## src/rtl/vending_machine_if.sv

```systemverilog
// Keypad and display pin bundle of the vending controller.
// slave is the controller side; master is the keypad/display side.
interface vending_machine_if;
  logic [3:0] row;
  logic [3:0] shift_col;
  logic [6:0] D0;
  logic [6:0] D1;
  logic [6:0] D2;

  modport master (output row, input shift_col, D0, D1, D2);
  modport slave  (input row, output shift_col, D0, D1, D2);
endinterface

```

## src/rtl/vending_machine.sv

```systemverilog
// Coin-credit vending controller: 4x4 keypad column scan with debounce, credit register,
// and a three-digit active-low seven-segment display (key sample to display: 2 cycles).
module vending_machine #(
  parameter int SCAN_DIV   = 4,
  parameter int MAX_CREDIT = 995
) (
  input  logic              clk,
  input  logic              reset,
  vending_machine_if.slave  kp
);
  localparam int CW = (SCAN_DIV > 1) ? $clog2(SCAN_DIV) : 1;

  typedef enum logic [1:0] {COL0, COL1, COL2, COL3} col_t;

  col_t          col, col_nxt;
  logic [CW-1:0] scan_cnt, scan_cnt_nxt;
  logic          last_dwell;

  logic [3:0] row_meta, row_sync;
  logic       key_det;
  logic [1:0] key_row;

  logic       key_held;
  logic [1:0] idle_cnt;
  logic       evt;
  logic [1:0] evt_col, evt_row;

  logic [9:0]  credit;
  logic [9:0]  amt;
  logic [10:0] sum;
  logic        is_coin, is_buy, is_cancel;
  logic [21:0] dd;

  always_ff @(posedge clk or posedge reset) begin
    if (reset) begin
      col      <= COL0;
      scan_cnt <= '0;
    end else begin
      col      <= col_nxt;
      scan_cnt <= scan_cnt_nxt;
    end
  end

  always_comb begin
    col_nxt      = col;
    scan_cnt_nxt = scan_cnt + 1'b1;
    last_dwell   = (scan_cnt == CW'(SCAN_DIV - 1));
    kp.shift_col = 4'b1110;
    case (col)
      COL0: kp.shift_col = 4'b1110;
      COL1: kp.shift_col = 4'b1101;
      COL2: kp.shift_col = 4'b1011;
      COL3: kp.shift_col = 4'b0111;
      default: kp.shift_col = 4'b1110;
    endcase
    if (last_dwell) begin
      scan_cnt_nxt = '0;
      case (col)
        COL0: col_nxt = COL1;
        COL1: col_nxt = COL2;
        COL2: col_nxt = COL3;
        COL3: col_nxt = COL0;
        default: col_nxt = COL0;
      endcase
    end
  end

  always_ff @(posedge clk or posedge reset) begin
    if (reset) begin
      row_meta <= 4'hF;
      row_sync <= 4'hF;
    end else begin
      row_meta <= kp.row;
      row_sync <= row_meta;
    end
  end

  // Lowest pressed row index wins when several rows are low.
  always_comb begin
    key_det = ~&row_sync;
    if (!row_sync[0])      key_row = 2'd0;
    else if (!row_sync[1]) key_row = 2'd1;
    else if (!row_sync[2]) key_row = 2'd2;
    else                   key_row = 2'd3;
  end

  // key_held drops only after four consecutive empty column samples (one full scan).
  always_ff @(posedge clk or posedge reset) begin
    if (reset) begin
      key_held <= 1'b0;
      idle_cnt <= '0;
      evt      <= 1'b0;
      evt_col  <= '0;
      evt_row  <= '0;
    end else begin
      evt <= 1'b0;
      if (last_dwell) begin
        if (key_det) begin
          idle_cnt <= '0;
          if (!key_held) begin
            key_held <= 1'b1;
            evt      <= 1'b1;
            evt_col  <= col;
            evt_row  <= key_row;
          end
        end else if (key_held) begin
          if (idle_cnt == 2'd3) begin
            key_held <= 1'b0;
            idle_cnt <= '0;
          end else begin
            idle_cnt <= idle_cnt + 1'b1;
          end
        end
      end
    end
  end

  always_comb begin
    is_coin   = (evt_col == 2'd0);
    is_buy    = (evt_col == 2'd1);
    is_cancel = (evt_col == 2'd2) && (evt_row == 2'd0);
    amt       = '0;
    case ({evt_col, evt_row})
      4'b00_00: amt = 10'd5;
      4'b00_01: amt = 10'd10;
      4'b00_10: amt = 10'd25;
      4'b00_11: amt = 10'd100;
      4'b01_00: amt = 10'd50;
      4'b01_01: amt = 10'd75;
      4'b01_10: amt = 10'd100;
      4'b01_11: amt = 10'd125;
      default:  amt = 10'd0;
    endcase
    sum = {1'b0, credit} + {1'b0, amt};
  end

  always_ff @(posedge clk or posedge reset) begin
    if (reset) begin
      credit <= '0;
    end else if (evt) begin
      if (is_coin && (sum <= 11'(MAX_CREDIT)))
        credit <= sum[9:0];
      else if (is_buy && (credit >= amt))
        credit <= credit - amt;
      else if (is_cancel)
        credit <= '0;
    end
  end

  // Double-dabble: BCD digits end up in dd[21:10].
  always_comb begin
    dd = {12'd0, credit};
    for (int i = 0; i < 10; i++) begin
      if (dd[13:10] >= 4'd5) dd[13:10] = dd[13:10] + 4'd3;
      if (dd[17:14] >= 4'd5) dd[17:14] = dd[17:14] + 4'd3;
      if (dd[21:18] >= 4'd5) dd[21:18] = dd[21:18] + 4'd3;
      dd = dd << 1;
    end
  end

  function automatic logic [6:0] seg(input logic [3:0] d);
    case (d)
      4'd0: seg = 7'b1000000;
      4'd1: seg = 7'b1111001;
      4'd2: seg = 7'b0100100;
      4'd3: seg = 7'b0110000;
      4'd4: seg = 7'b0011001;
      4'd5: seg = 7'b0010010;
      4'd6: seg = 7'b0000010;
      4'd7: seg = 7'b1111000;
      4'd8: seg = 7'b0000000;
      4'd9: seg = 7'b0010000;
      default: seg = 7'b1111111;
    endcase
  endfunction

  always_ff @(posedge clk or posedge reset) begin
    if (reset) begin
      kp.D0 <= 7'b1000000;
      kp.D1 <= 7'b1000000;
      kp.D2 <= 7'b1000000;
    end else begin
      kp.D0 <= seg(dd[13:10]);
      kp.D1 <= seg(dd[17:14]);
      kp.D2 <= seg(dd[21:18]);
    end
  end
endmodule

```

## src/flat_wrapper.sv

```systemverilog
// flat-port wrapper written by rule: the top's interface ports become plain ports
module vending_machine_flat 
#(
  parameter int SCAN_DIV   = 4,
  parameter int MAX_CREDIT = 995
)
  (clk, reset, kp_row, kp_shift_col, kp_D0, kp_D1, kp_D2);
  vending_machine_if kp_i ();
  input  logic clk;
  input  logic reset;
  input wire logic [$bits(kp_i.row)-1:0] kp_row;
  output wire logic [$bits(kp_i.shift_col)-1:0] kp_shift_col;
  output wire logic [$bits(kp_i.D0)-1:0] kp_D0;
  output wire logic [$bits(kp_i.D1)-1:0] kp_D1;
  output wire logic [$bits(kp_i.D2)-1:0] kp_D2;
  assign kp_i.row = kp_row;
  assign kp_shift_col = kp_i.shift_col;
  assign kp_D0 = kp_i.D0;
  assign kp_D1 = kp_i.D1;
  assign kp_D2 = kp_i.D2;
  vending_machine #(.SCAN_DIV(SCAN_DIV), .MAX_CREDIT(MAX_CREDIT)) u_core (.clk(clk), .reset(reset), .kp(kp_i));
endmodule
```

## config.mk

```make
export PLATFORM = sky130hd
export DESIGN_NAME = vending_machine_flat
export DESIGN_NICKNAME = d
export VERILOG_FILES = /design/src/rtl/vending_machine_if.sv /design/src/rtl/vending_machine.sv /design/src/flat_wrapper.sv
export SDC_FILE = /design/constraint.sdc
export NUM_CORES = 1
export LEC_CHECK = 0
export BUFFER_PORTS_ARGS = -buffer_cell sky130_fd_sc_hd__buf_4
export CELL_PAD_IN_SITES_DETAIL_PLACEMENT = 1
export CELL_PAD_IN_SITES_GLOBAL_PLACEMENT = 1
export CORE_ASPECT_RATIO = 0.8
export CORE_UTILIZATION = 48
export DETAILED_ROUTE_END_ITERATION = 7
export PLACE_DENSITY = 0.79
export SLEW_MARGIN = 10
export SYNTH_ARGS = -nofsm -noshare
export SYNTH_HDL_FRONTEND = slang
export SYNTH_SLANG_ARGS = --single-unit
```

## constraint.sdc

```tcl
create_clock -name clk -period 9.03 [get_ports clk]
set_input_delay 1.3545 -clock clk [delete_from_list [all_inputs] [get_ports clk]]
set_output_delay 1.3545 -clock clk [all_outputs]
set_load 0.005 [all_outputs]
```

==> metrics, run 1 <==
fmax between 0.1 and 0.15 GHz; most frequent cell after synthesis inv_1; syn nets about 680; fraction of registers with async set/reset 100%; Initial Utilization between 50% and 60%; # diodes 0; Yosys top cell area share a little under a fifth; # setup viols final 0; IO Count 31; Mean Syn Cell Area 8.43 um^2; Post-DP Area about 5600 um^2; R2R setup slack around 560 ps; pwr dens ~140 nW/um^2; Reg2Reg Capture Point u_core.kp.D1[3]; share of cells above drive strength 1 about 18%; count of final hold-check violations 0; Die Y approximately 95 um; crit path DAT ~8600 ps; GP Congestion between 0.8 and 0.9; clock-pin transition on the worst setup and hold timing paths 70 ps; hold path depth 0; CP delay by family, top compound AO/OA/AOI/OAI gates; Logic pwr share 38.9%; WL per Instance 19.1 um; WP depth 42; Max stage delay cell, worst path dfrtp_2; vias post-DR 4865; fin crit share a little over nine tenths; Detailed Route WL between 10000 and 15000 um; crit path launch type register; DRT Pass-1 Iters 4; Setup TNS 0 ps; post-route ant nets 0; CP endpoint kind register; VDD IR max 0.131 mV; Slew @ Worst Pin 1020 ps; core region area about 10000 um^2; worst reg2reg path startpoint u_core.credit[8]; Synth Flop Type dfrtp_1; site row count 33; Post-synth EDFFs 0; Layout fillers about 1300; synth warn 0; post-DP HPWL around 11000 um; final worst path period need 8470 ps; area growth from synthesis to layout 10.4%; post-synthesis sequential area ratio about 25%; sequential power share 36.2%; clk buf depth 2; CTS Buf Count 5; Int Pwr just under 0.0005 W; Clock Power Share 24.9%; largest net degree at the start of global routing 52; Yosys cell types 100; cell area after synthesis about 5200 um^2; sw frac a little under two fifths; Starting DRT DRC Count approximately 300; worst min path class reg -> reg; CP startpoint u_core.credit[8]; top cells by count, synth inv_1, nor2_1, nand2_1; Max-slew headroom 31.5%; status finished clean; Synth area leaders dfrtp_1, ha_1, dfstp_2; initial antenna violation count 0; Mapped Cells 622; Yosys reg bits a little over 50; Worst setup endpoint u_core.kp.D1[3]; clk root buf clkbuf_16; first-pass GRT wire length ~24000 um; Max-Cap Viols 0; Setup Crit Path Kind reg -> reg; CTS tree done; clk_lat worst skew about 300 ps; Die Span X 119 um; Worst Skew around 7.7 ps; design area 5790 um^2; Leakage Power 2.57 nW; CP peak stage delay between 400 and 500 ps; most frequent CP cell ha_1; H-tree depth 2; hold slack around 360 ps; global route total overflow 0; Vias/cell approximately 6.2; I/O Buffers 30; Tot GR Track Use a little over a quarter; Yosys top cell by area dfrtp_1; area of the die around 11000 um^2; reg2reg path depth 42; worst path bufs/invs 8; Residual DRC 0; vias in the first global route a little under 5000; Worst Path Required 9190 ps; CP max FO 13; Switch Pwr between 0.0002 and 0.0003 W; Slew Viols, Final 0; clock sink count between 50 and 60; # nets final about 700
power by group through the flow:
| stage | Combinational [W] | Clock (W) | Sequential [W] |
|---|---|---|---|
| floorplan | 0.000207 | 0 | 0.000281 |
| global placement | 0.000286 | 0 | 0.000286 |
| detailed placement | 0.000296 | 0 | 0.000287 |
| CTS | 0.000301 | 0.000200 | 0.000284 |
| global route | 0.000336 | 0.000207 | 0.000288 |
| finish | 0.000306 | 0.000196 | 0.000284 |
sequential cells by signal, indices dropped and copies added (netlist names):
register and count:
u_core.key_held 1, u_core.idle_cnt 2, u_core.scan_cnt 2, u_core.evt 1
u_core.row_meta 4, u_core.col 2, u_core.evt_col 2, u_core.kp.D0 7
u_core.kp.D2 7, u_core.credit 10, u_core.row_sync 4, u_core.evt_row 2
u_core.kp.D1 7
cell type report:
| cell class | count | area [um^2] | area share [%] |
|---|---|---|---|
| tap | 140 | 175 | 3.03 |
| inverter | 55 | 208 | 3.59 |
| clock inverter | 2 | 17.5 | 0.303 |
| timing repair buffer | 38 | 298 | 5.14 |
| clock buffer | 6 | 129 | 2.23 |
| sequential | 51 | 1290 | 22.3 |
| multi-input combinational | 493 | 3670 | 63.4 |
placed cells by master (no fill, tap or decap), types with 9 or more instances in the layout:
master    count
xnor2_1      12
nand2_1      48
dfrtp_1      39
a21oi_1      36
o211ai_1      9
inv_1        50
buf_4        37
nand2b_1     11
o21bai_1      9
nor2_1       50
a21o_1       11
dfstp_2      11
ha_1         45
nand3_1      19
nor3_1       15
o21ai_0      39
how the worst min path moves through the flow:
stage	from	end	slack [ps]
finish	u_core.row_meta[3]	u_core.row_sync[3]	360
global placement	u_core.row_meta[2]	u_core.row_sync[2]	350
detailed placement	u_core.row_meta[3]	u_core.row_sync[3]	350
CTS	u_core.row_meta[3]	u_core.row_sync[3]	350
global route	u_core.row_meta[3]	u_core.row_sync[3]	360
floorplan	u_core.row_meta[0]	u_core.row_sync[0]	350
timing repair:
item	CTS	global route
hold buffers	0	0
resized for setup	0	10
setup buffers	0	3
setup endpoints to repair	0	14
through the flow:
step           utilization [%]  std cells  worst slack (ps)  total power, W
2_1_floorplan                -        622              1170        0.000488
3_3_place_gp              53.3        774               572        0.000572
3_5_place_dp              53.3        774              40.2        0.000583
4_1_cts                   54.7        782              34.1        0.000785
5_1_grt                   55.4        785             -53.3        0.000831
6_report                  55.4        785               562        0.000785
logic make-up (layout without fill, tap and decap cells):
| kind of cell | count (synthesis) | after routing | share of synthesized area (%) |
|---|---|---|---|
| xor gates and xnor gates | 17 | 17 | 3.29 |
| muxes | 14 | 14 | 3.10 |
| buffers and inverters | 78 | 101 | 6.20 |
| AOI/OAI and AO/OA | 215 | 215 | 31.4 |
| DFF | 51 | 51 | 24.6 |
| adders and majority gates | 50 | 50 | 12.2 |
| and+or+nand+nor | 197 | 197 | 19.2 |
layer usage:
| layer | global-route usage, % | vias up | wire, um |
|---|---|---|---|
| met4 | 5.38 | 0 | 123 |
| met5 | 0 | - | 0 |
| li1 | - | 2347 | - |
| met3 | 2.51 | 10 | 448 |
| met2 | 43.6 | 90 | 6810 |
| met1 | 38.4 | 2418 | 7620 |
Power figures use the tool's default switching activity.
==> run 2: changes to the inputs <==
Settings changed: CORE_UTILIZATION 48 to 51, PLACE_DENSITY 0.79 to 0.83.
Clock period 9.03 ns to 10.8 ns, I/O delays scaled along.
==> run 2 against run 1 <==
  * Cell count shrank 1.3%
  * Die area shrank 5.8%
  * First-iteration DRC count increased by 11%
  * Wire length decreased by 3.0%
  * Clock skew is 1.9 ps higher
  * Critical path depth did not move
  * Critical path type unchanged
  * Largest cell class unchanged
  * Largest power group unchanged
  * Highest routed layer unchanged
==> metrics, run 2 (synthesized netlist as in run 1, its figures left out) <==
status finished clean; CTS tree done; Worst Path Required 11020 ps (+1830 ps); Vias/cell 6.23 (+0.50%); GP Congestion 0.860 (+2.0%); vias in the first global route 4926 (+1.8%); Setup Crit Path Kind reg -> reg; final worst path period need 9830 ps (+1360 ps); crit path DAT 10050 ps (+1420 ps); post-route ant nets 0 (unchanged); fin worst setup slack 973 ps (+410 ps); sequential power share 35.9% (-0.3 points); area of the die 10700 um^2 (-5.8%); Post-DP Area 5540 um^2 (-0.49%); Hold Startpoint u_core.row_meta[3]; area growth from synthesis to layout 8.52%; Max-Cap Viols 0 (unchanged); Starting DRT DRC Count 334 (+11%); Switch Pwr 0.000246 W (-15%); worst reg2reg path startpoint u_core.credit[7]; Post-CTS Hold Buffers 0 (unchanged); Logic pwr share 38.2% (-0.7 points); pre-CTS setup slack 1140 ps (+1100 ps); share of cells above drive strength 1 15.8% (-1.9 points); H-tree depth 2 (unchanged); Max-slew headroom 34.4% (+2.9 points); largest net degree at the start of global routing 52 (unchanged); largest reg by FF count u_core.credit; total power 0.000662 W (-16%); Leakage Power 2.54 nW (-1.4%); clock-pin transition on the worst setup and hold timing paths 80 ps (about the same); Die Span X 115 um (-2.9%); WL per Instance 18.8 um (-1.8%); CP peak stage delay 700 ps (+210 ps); crit path launch type register; count of final hold-check violations 0 (unchanged); clock sink count 51 (unchanged); CP startpoint u_core.credit[7]; first-pass GRT wire length 24500 um (+0.17%); Clock Power Share 25.8% (+0.9 points); Setup TNS 0 ps (unchanged); site row count 32 (-3.0%); post-DP HPWL 11100 um (-2.0%); Largest register FFs 10 (unchanged); reg2reg path depth 42 (unchanged); fin crit share 91.0% (-2.8 points); Tot GR Track Use 28.7% (+2.1 points); IO Count 31 (unchanged); design area 5690 um^2 (-1.7%); CTS Buf Count 5 (unchanged); Die Y 92.7 um (-2.9%); VDD IR max 0.0868 mV (-34%); # nets final 693 (-0.86%); fmax 0.102 GHz (-14%); CP max FO 16 (+3); # diodes 0 (unchanged); CP endpoint kind register; Core Util, Final 58.0% (+2.6 points); most frequent cells in the layout inv_1, nor2_1, nand2_1; initial antenna violation count 0 (unchanged); Residual DRC 0 (unchanged); Setup Fix Bufs, Post-CTS 0 (unchanged); clk buf depth 2 (unchanged); vias post-DR 4827 (-0.78%); I/O Buffers 30 (unchanged); worst min path class reg -> reg; Slew Viols, Final 0 (unchanged); Worst Skew 9.64 ps (+1.91 ps); Detailed Route WL 14500 um (-3.0%); clk_lat worst skew 310 ps (about the same); # setup viols final 0 (unchanged); unrepaired setup endpoints after global routing no; clk root buf clkbuf_16; R2R setup slack 970 ps (+410 ps); pwr dens 116 nW/um^2 (-14%); DRT Pass-1 Iters 5 (+1); Int Pwr 0.000415 W (-16%); Slew @ Worst Pin 978 ps (-43.1 ps); post-CTS resize count 0 (unchanged); global route total overflow 0 (unchanged); core region area 9810 um^2 (-6.1%); Max stage delay cell, worst path dfrtp_1; Initial Utilization 53.5% (+3.3 points); hold path depth 0 (unchanged); most frequent CP cell ha_1; sw frac 37.2% (+0.52 points)
[run 2: metal layers]
| layer | GRT usage (%) | vias up | part of all wire, % |
|---|---|---|---|
| met3 | 3.47 | 12 | 2.2 |
| met2 | 46.6 | 67 | 47 |
| li1 | - | 2329 | - |
| met5 | 0 | - | 0 |
| met4 | 5.52 | 0 | 0.91 |
| met1 | 41.1 | 2419 | 50 |
[run 2: worst paths after layout]
path                                           end
worst max-delay path               u_core.kp.D1[1]
worst min-delay path            u_core.row_sync[3]
worst max register to register     u_core.kp.D1[1]
worst min register to register  u_core.row_sync[3]
max in group asynchronous         u_core.credit[2]
min in group asynchronous          u_core.kp.D2[3]
[run 2: through the flow]
stage	hold WS [ps]	cells
after floorplan	345	622
after global placement	347	767
after detailed placement	352	767
after CTS	362	775
after global routing	367	775
final	360	775
[run 2: worst max-delay path: cells and delay by family, from the launching register on]
family / cells / cell delay (ps)
AOI/OAI and AO/OA: 11 / 2380
xor gates and xnor gates: 1 / 290
adders and majority gates: 9 / 2480
buffers and inverters: 6 / 910
DFF: 1 / 700
muxes: 1 / 340
and+or+nand+nor: 14 / 2650
[run 2: area by class of cell]
| cell class | count | area, um^2 |
|---|---|---|
| multi-input combinational | 493 | 3630 |
| clock inverter | 3 | 28.8 |
| timing repair buffer | 32 | 240 |
| sequential | 51 | 1290 |
| fill | 1196 | 4120 |
| inverter | 55 | 208 |
| tap | 136 | 170 |
| clock buffer | 5 | 125 |
[run 2: power groups by stage]
stage | Clock, W | Combinational, W | Sequential, W
6_report | 0.000171 | 0.000253 | 0.000238
5_1_grt | 0.000179 | 0.000280 | 0.000241
4_1_cts | 0.000172 | 0.000251 | 0.000238
3_5_place_dp | 0 | 0.000247 | 0.000240
3_3_place_gp | 0 | 0.000238 | 0.000239
2_1_floorplan | 0 | 0.000173 | 0.000235
